### config.mk
export PLATFORM = sky130hd
export DESIGN_NAME = pipelined_csa_adder_flat
export DESIGN_NICKNAME = d
export VERILOG_FILES = /design/src/rtl/pipelined_csa_adder_if.sv /design/src/rtl/pipelined_csa_adder.sv /design/src/flat_wrapper.sv
export SDC_FILE = /design/constraint.sdc
export NUM_CORES = 1
export LEC_CHECK = 0
export CORE_MARGIN = 3
export CORE_UTILIZATION = 45
export DETAILED_ROUTE_END_ITERATION = 8
export GPL_ROUTABILITY_DRIVEN = 0
export HOLD_SLACK_MARGIN = 0.12
export MAX_ROUTING_LAYER = met4
export PLACE_DENSITY = 0.8
export SLEW_MARGIN = 0
export SYNTH_ARGS = -nofsm -noshare
export SYNTH_HDL_FRONTEND = slang
export SYNTH_SLANG_ARGS = --single-unit
export TNS_END_PERCENT = 20
### constraint.sdc
create_clock -name clk -period 3.95 [get_ports clk]
set_input_delay 0.79 -clock clk [delete_from_list [all_inputs] [get_ports clk]]
set_output_delay 0.79 -clock clk [all_outputs]
set_load 0.1 [all_outputs]
### src/rtl/pipelined_csa_adder_if.sv
// Operand/result bus of the pipelined carry-select adder: input handshake,
// operands and mode on one side, result handshake and flags on the other.
interface pipelined_csa_adder_if #(
  parameter int WIDTH = 16
);
  logic             in_valid;
  logic             in_ready;
  logic [WIDTH-1:0] a;
  logic [WIDTH-1:0] b;
  logic             cin;
  logic             sub;
  logic             out_valid;
  logic             out_ready;
  logic [WIDTH-1:0] sum;
  logic             cout;
  logic             ovf;

  modport master (
    output in_valid, a, b, cin, sub, out_ready,
    input  in_ready, out_valid, sum, cout, ovf
  );

  modport slave (
    input  in_valid, a, b, cin, sub, out_ready,
    output in_ready, out_valid, sum, cout, ovf
  );
endinterface

### src/rtl/pipelined_csa_adder.sv
// Two-stage pipelined carry-select adder/subtractor with valid/ready flow control.
// Stage 1 precomputes per-group candidate sums; stage 2 resolves carries by muxing.
module pipelined_csa_adder #(
  parameter int WIDTH = 16,
  parameter int BLOCK = 4
) (
  input  logic                 clk,
  input  logic                 rst,
  pipelined_csa_adder_if.slave bus
);
  localparam int NG = WIDTH / BLOCK;
  // Groups above group 0 carry two candidates; keep at least one slot so NG == 1 elaborates.
  localparam int NH = (NG > 1) ? NG - 1 : 1;

  typedef logic [BLOCK-1:0] grp_t;

  if ((WIDTH < 8) || (WIDTH > 64) || (WIDTH % BLOCK != 0)) begin : g_param_check
    $error("pipelined_csa_adder: WIDTH must be 8..64 and a multiple of BLOCK");
  end

  logic             advance_1;
  logic             advance_2;
  logic             s1_valid;
  logic             s2_valid;

  logic [WIDTH-1:0] b_eff;
  logic             c_in;
  grp_t             g0_sum_n;
  logic             g0_c_n;
  grp_t             sum0_n [NH];
  grp_t             sum1_n [NH];
  logic [NH-1:0]    c0_n;
  logic [NH-1:0]    c1_n;

  grp_t             s1_g0_sum;
  logic             s1_g0_c;
  grp_t             s1_sum0 [NH];
  grp_t             s1_sum1 [NH];
  logic [NH-1:0]    s1_c0;
  logic [NH-1:0]    s1_c1;
  logic             s1_amsb;
  logic             s1_bmsb;

  logic [WIDTH-1:0] sum_n;
  logic             carry;
  logic             cout_n;
  logic             ovf_n;

  logic [WIDTH-1:0] sum_q;
  logic             cout_q;
  logic             ovf_q;

  assign advance_2     = ~s2_valid | bus.out_ready;
  assign advance_1     = ~s1_valid | advance_2;
  assign bus.in_ready  = advance_1 & ~rst;
  assign bus.out_valid = s2_valid;
  assign bus.sum       = sum_q;
  assign bus.cout      = cout_q;
  assign bus.ovf       = ovf_q;

  // Subtraction is a + ~b + 1, so the forced carry-in replaces cin.
  always_comb begin
    b_eff = bus.sub ? ~bus.b : bus.b;
    c_in  = bus.sub | bus.cin;
    {g0_c_n, g0_sum_n} = {1'b0, bus.a[BLOCK-1:0]} + {1'b0, b_eff[BLOCK-1:0]}
                       + {{BLOCK{1'b0}}, c_in};
    for (int g = 0; g < NH; g++) begin
      sum0_n[g] = '0;
      sum1_n[g] = '0;
      c0_n[g]   = 1'b0;
      c1_n[g]   = 1'b0;
    end
    for (int g = 1; g < NG; g++) begin
      {c0_n[g-1], sum0_n[g-1]} = {1'b0, bus.a[g*BLOCK +: BLOCK]} + {1'b0, b_eff[g*BLOCK +: BLOCK]};
      {c1_n[g-1], sum1_n[g-1]} = {1'b0, bus.a[g*BLOCK +: BLOCK]} + {1'b0, b_eff[g*BLOCK +: BLOCK]}
                               + {{BLOCK{1'b0}}, 1'b1};
    end
  end

  // NOTE: only the valid bits need reset; datapath registers are qualified by them, so
  // leaving the candidate arrays unreset saves reset fan-out without exposing stale data.
  always_ff @(posedge clk) begin
    if (rst) begin
      s1_valid <= 1'b0;
    end else if (advance_1) begin
      s1_valid  <= bus.in_valid;
      s1_g0_sum <= g0_sum_n;
      s1_g0_c   <= g0_c_n;
      s1_sum0   <= sum0_n;
      s1_sum1   <= sum1_n;
      s1_c0     <= c0_n;
      s1_c1     <= c1_n;
      s1_amsb   <= bus.a[WIDTH-1];
      s1_bmsb   <= b_eff[WIDTH-1];
    end
  end

  // NOTE: carry is a blocking ripple through the loop on purpose; each group reads the
  // carry produced by the group below it within the same evaluation.
  always_comb begin
    sum_n            = '0;
    sum_n[BLOCK-1:0] = s1_g0_sum;
    carry            = s1_g0_c;
    for (int g = 1; g < NG; g++) begin
      sum_n[g*BLOCK +: BLOCK] = carry ? s1_sum1[g-1] : s1_sum0[g-1];
      carry                   = carry ? s1_c1[g-1]   : s1_c0[g-1];
    end
    cout_n = carry;
    ovf_n  = (s1_amsb == s1_bmsb) && (sum_n[WIDTH-1] != s1_amsb);
  end

  // NOTE: sequential state uses non-blocking assignments so both stages sample the
  // pre-edge values of each other and the pipeline shifts cleanly.
  always_ff @(posedge clk) begin
    if (rst) begin
      s2_valid <= 1'b0;
      sum_q    <= '0;
      cout_q   <= 1'b0;
      ovf_q    <= 1'b0;
    end else if (advance_2) begin
      s2_valid <= s1_valid;
      if (s1_valid) begin
        sum_q  <= sum_n;
        cout_q <= cout_n;
        ovf_q  <= ovf_n;
      end
    end
  end
endmodule

### src/flat_wrapper.sv
// flat-port wrapper written by rule: the top's interface ports become plain ports
module pipelined_csa_adder_flat 
#(
  parameter int WIDTH = 16,
  parameter int BLOCK = 4
)
  (clk, rst, bus_in_valid, bus_a, bus_b, bus_cin, bus_sub, bus_out_ready, bus_in_ready, bus_out_valid, bus_sum, bus_cout, bus_ovf);
  pipelined_csa_adder_if #(.WIDTH(WIDTH)) bus_i ();
  input  logic clk;
  input  logic rst;
  input wire logic [$bits(bus_i.in_valid)-1:0] bus_in_valid;
  input wire logic [$bits(bus_i.a)-1:0] bus_a;
  input wire logic [$bits(bus_i.b)-1:0] bus_b;
  input wire logic [$bits(bus_i.cin)-1:0] bus_cin;
  input wire logic [$bits(bus_i.sub)-1:0] bus_sub;
  input wire logic [$bits(bus_i.out_ready)-1:0] bus_out_ready;
  output wire logic [$bits(bus_i.in_ready)-1:0] bus_in_ready;
  output wire logic [$bits(bus_i.out_valid)-1:0] bus_out_valid;
  output wire logic [$bits(bus_i.sum)-1:0] bus_sum;
  output wire logic [$bits(bus_i.cout)-1:0] bus_cout;
  output wire logic [$bits(bus_i.ovf)-1:0] bus_ovf;
  assign bus_i.in_valid = bus_in_valid;
  assign bus_i.a = bus_a;
  assign bus_i.b = bus_b;
  assign bus_i.cin = bus_cin;
  assign bus_i.sub = bus_sub;
  assign bus_i.out_ready = bus_out_ready;
  assign bus_in_ready = bus_i.in_ready;
  assign bus_out_valid = bus_i.out_valid;
  assign bus_sum = bus_i.sum;
  assign bus_cout = bus_i.cout;
  assign bus_ovf = bus_i.ovf;
  pipelined_csa_adder #(.WIDTH(WIDTH), .BLOCK(BLOCK)) u_core (.clk(clk), .rst(rst), .bus(bus_i));
endmodule
Yosys cells after proc, flatten, opt, wreduce, memory -nomap -nowiden
Index checks and enable logic that the tools add are counted.
{ "word_totals": {"elab_cells": 45, "reg_bits": 57, "output_inout_bits": 20, "inputBits": 38} }
{ "classes": {"n_reduce_logical": 3, "bitwise": 8, "n_mux": 7, "add_sub_neg": 8, "n_eq_ne": 2} }
{ "ops": {"columns": ["op", "n"], "rows": [
  ["$add 4x4->5", 4],
  ["$mux 16", 1],
  ["$not 16->16", 1],
  ["$add 5x1->5 const B", 3],
  ["$mux 4", 3],
  ["$add 5x1->5", 1],
  ["$reduce_and 2->1", 2],
  ["$mux 1", 3],
  ["$not 1->1", 3],
  ["$or 1x1->1", 3],
  ["$and 1x1->1", 1],
  ["$eq 1x1->1", 1],
  ["$logic_and 1x1->1", 1],
  ["$ne 1x1->1", 1]
]} }

Logic depth before layout (Yosys ltp)
{ "logic_depth": {"word_depth": 5, "mapped_depth": 10, "mapped_depth_nobuf": 9} }

Least setup slack after synthesis
OpenSTA, ideal clock, no wires.
{ "synth_timing": {"path_kind": "input port to output port", "start": "in rst", "end": "out bus_in_ready", "t_arrival_ps": 4219, "path_slack_ps": -1059, "n_path_buf": 1, "stages": 2, "path_cell_list": "clkbuf_1 > a21oi_1"} }
{ "synth_between": {"elab_chain_cells": 2} }
{ "synth_lines": {"columns": ["item", "line", "rtl"], "rows": [
  ["start: declaration", "flat_wrapper.sv:10", "input logic rst;"],
  ["$not 1->1", "pipelined_csa_adder.sv:55", "assign bus.in_ready = advance_1 & ~rst;"],
  ["$and 1x1->1", "pipelined_csa_adder.sv:55", null],
  ["end: declaration", "flat_wrapper.sv:17", "output wire logic [$bits(bus_i.in_ready)-1:0] bus_in_ready;"]
]} }
No other way between the ends.

==> impl_results.md <==
- CTS Hold Bufs: 0
- Final non-filler cell total: 376
- Layout cells sized above 1: 0.06977
- Largest net degree at the start of global routing: 38
- Mux share of post-synthesis cell area: 0.07829
- Syn Std Cell Area: 2877 sq um
- Setup TNS: 0 ps
- R2R Path Start: u_core.s1_g0_c
- Avg Cell Area, Syn: 12.40 sq um
- Max cap viols: 0
- Cell variety after synth: 26
- Worst Setup Start Kind: input pin
- #FFs+latches synth: 57
- Total Power: 1725 uW
- Status: finished clean
- I/O Pins: 58
- Placed Cells incl. Taps: 360
- Leakage: 0.001501 uW
- Clk Latency, worst-skew pair: 330 ps
- Flop-to-flop setup slack: 2010 ps
- # rows: 28
- Kind of critical path: in2reg
- DRT Pass-1 Iters: 4
- WP data required: 4010 ps
- Worst EP arrival: 3240 ps
- Post-DP HPWL: 3.777 mm
- Fill cell count: 498
- Fin crit share: 0.8036
- Die area: 7387 sq um
- Core Footprint: 6061 sq um
- Clock Root Buffer: clkbuf_8
- Avg WL per Cell: 13.28 microns
- Cells after Synth: 232
- CTS Buffer Depth: 2
- Maximum VDD drop: 0.2402 mV
- Final hold vios: 0
- Die width: 85.95 microns
- Syn nets: 293
- GRT Residual Overflow: 0
- Post-CTS Setup Inserts: 0
- Worst Hold Class: reg2reg
- Number of synthesis warnings: 0
- Worst slew pin tran: 1009 ps
- Utilization after layout: 0.6133
- Nets: 357
- Worst hold path cell count: 2
- FF+latch area: 1511 sq um
- Drc violations: 0
- Register area share after synthesis: 0.5254
- Endpoints failing setup: 0
- Total global-route track usage: 0.1548
- Num CTS Buffers: 9
- Worst Setup End Kind: flip-flop
- Unrepaired setup endpoints after global routing: false
- Adder-Cell Fraction of Synth Area: 0.1131
- Crit Path Max Fanout: 10
- Initial antenna violation count: 0
- Vias in the first global route: 1799
- FMAX: 315.0 MHz
- Worst setup path start: bus_sub
- Clock sink total: 57
- Port buffer count: 57
- XOR/XNOR Fraction of Synth Area: 0.1005
- Initial Util: 0.4746
- Final ANT Viol Nets: 0
- Largest family of logic cells by synthesized area: adder cells
- Multi-input gate area: 1299 sq um
- Synth Area in Compound Gates: 0.07742
- Slew Viols, Final: 0
- Routed WL: 4.994 mm
- Die height: 85.95 microns
- Vias per inst: 4.976
- Via count: 1871
- Minimum clock period: 3174 ps
- Clk_skew: 8.964 ps
- Clk pin slew, worst setup/hold paths: 60 ps
- Crit path capture: u_core.s1_c1[1]
- First DRT Iteration DRCs: 75
- Resized Gates After CTS: 0
- Hold WS: 458.7 ps
- Cells on worst reg2reg path: 4
- Antenna cells: 0
- PD cells: 464.0 nW/um^2
- FF-to-FF End: u_core.bus.cout
- Synthesis-to-layout area growth: 29.23%
- First-pass GRT wire length: 8.431 mm
- CTS tree: built
- Slew margin rel.: 0.3249
- Simple-Gate Fraction of Synth Area: 0.07742
- Htree depth: 3
-- cell type report --
type,count,area share
clock inverters,1,0.001346
flip-flops and latches,57,0.4066
well taps,75,0.02524
inverters,11,0.01111
clock buffers,15,0.04207
multi-input cells,156,0.3494
repair buffers,61,0.1643
-- cell usage after synthesis, drive strengths merged --
cell	count	area [sq um]
nand2	10	37.54
clkbuf	6	22.52
a211oi	12	90.09
edfxtp	37	1111
mux2i	20	225.2
or2	1	6.260
nand3	7	35.03
inv	11	41.29
o21ai	2	10.01
a21o	8	60.06
nor2	15	56.30
a21oi	11	55.05
nor3	1	5.000
nand2b	3	18.77
fa	5	100.1
buf	2	16.26
ha	18	225.2
xnor2	9	78.83
nor2b	4	25.02
nand3b	4	30.03
nand4b	1	8.760
o211ai	1	7.510
xor2	24	210.2
dfxtp	20	400.4
-- power by group --
group / leakage, uW / internal, uW / total, uW / switching (uW)
logic: 0.000892 / 197 / 489 / 291
clock network: 0.0000817 / 245 / 455 / 210
registers: 0.000527 / 747 / 781 / 34.2
total: 0.00150 / 1190 / 1720 / 536
-- state kept, by name, indices dropped and copies added, names as in the netlist --
register / flops
u_core.bus.cout: 1
u_core.bus.out_valid: 1
u_core.bus.ovf: 1
u_core.bus.sum: 16
u_core.s1_amsb: 1
u_core.s1_bmsb: 1
u_core.s1_c0: 3
u_core.s1_c1: 3
u_core.s1_g0_c: 1
u_core.s1_g0_sum: 4
u_core.s1_sum0: 12
u_core.s1_sum1: 12
u_core.s1_valid: 1
-- placed cells by master (no fill, tap or decap) --
cell	Yosys	final
a21o_1	8	8
clkinv_2	0	1
nand4b_1	1	1
xnor2_1	9	9
nand2b_1	3	3
buf_4	0	4
fa_1	5	5
clkbuf_8	0	10
nor2b_2	0	1
or2_2	1	1
inv_1	11	11
nand2_1	10	10
o211ai_1	1	1
dfxtp_1	20	20
mux2i_4	2	2
mux2i_1	18	18
clkbuf_1	6	5
buf_12	0	1
nand3_1	7	7
nor2_1	15	15
ha_1	18	18
edfxtp_1	37	37
o21ai_0	2	2
nand3b_1	4	4
a21oi_4	0	1
a211oi_1	12	12
clkdlybuf4s50_1	0	56
nor3_1	1	1
nor2b_1	4	3
xor2_1	24	24
a21oi_1	11	10
-- layer usage --
layer	up-vias	part of all wire	GRT usage	wire length (microns)
met1	861	0.47	0.1934	2324
li1	954	-	-	-
met4	0	0.019	0.06906	93
met5	-	0	-	0
met2	47	0.47	0.2334	2332
met3	9	0.049	0.04419	245
-- per-stage QoR --
stage / area, sq um / setup WS [ps]
final: 3717 / 775.6
after detailed placement: 3556 / 439.1
after global routing: 3717 / 609.9
after CTS: 3717 / 793.5
after global placement: 3556 / 562.0
after floorplan: 2880 / 366.8
-- how the worst min path moves through the flow --
| stage | start | endpoint |
|---|---|---|
| floorplan | u_core.s1_g0_sum[0] | u_core.bus.sum[0] |
| global placement | u_core.bus.sum[1] | u_core.bus.sum[1] |
| detailed placement | u_core.bus.sum[1] | u_core.bus.sum[1] |
| CTS | u_core.bus.sum[1] | u_core.bus.sum[1] |
| global route | u_core.bus.sum[1] | u_core.bus.sum[1] |
| finish | u_core.bus.sum[1] | u_core.bus.sum[1] |
-- worst max-delay path: stages --
cell and delay, ps:
clkdlybuf4s50_1 810, xor2_1 190, ha_1 190, inv_1 60, fa_1 400, xnor2_1 420, nand3_1 120, mux2i_1 170
xor2_1 80
-- cell families after synthesis --
family	after synthesis
AOI/OAI and AO/OA	34
muxes	20
xor gates and xnor gates	33
buffers and inverters	19
DFF	57
and+or+nand+nor	46
adders and majority gates	23
Power figures use the tool's default switching activity.
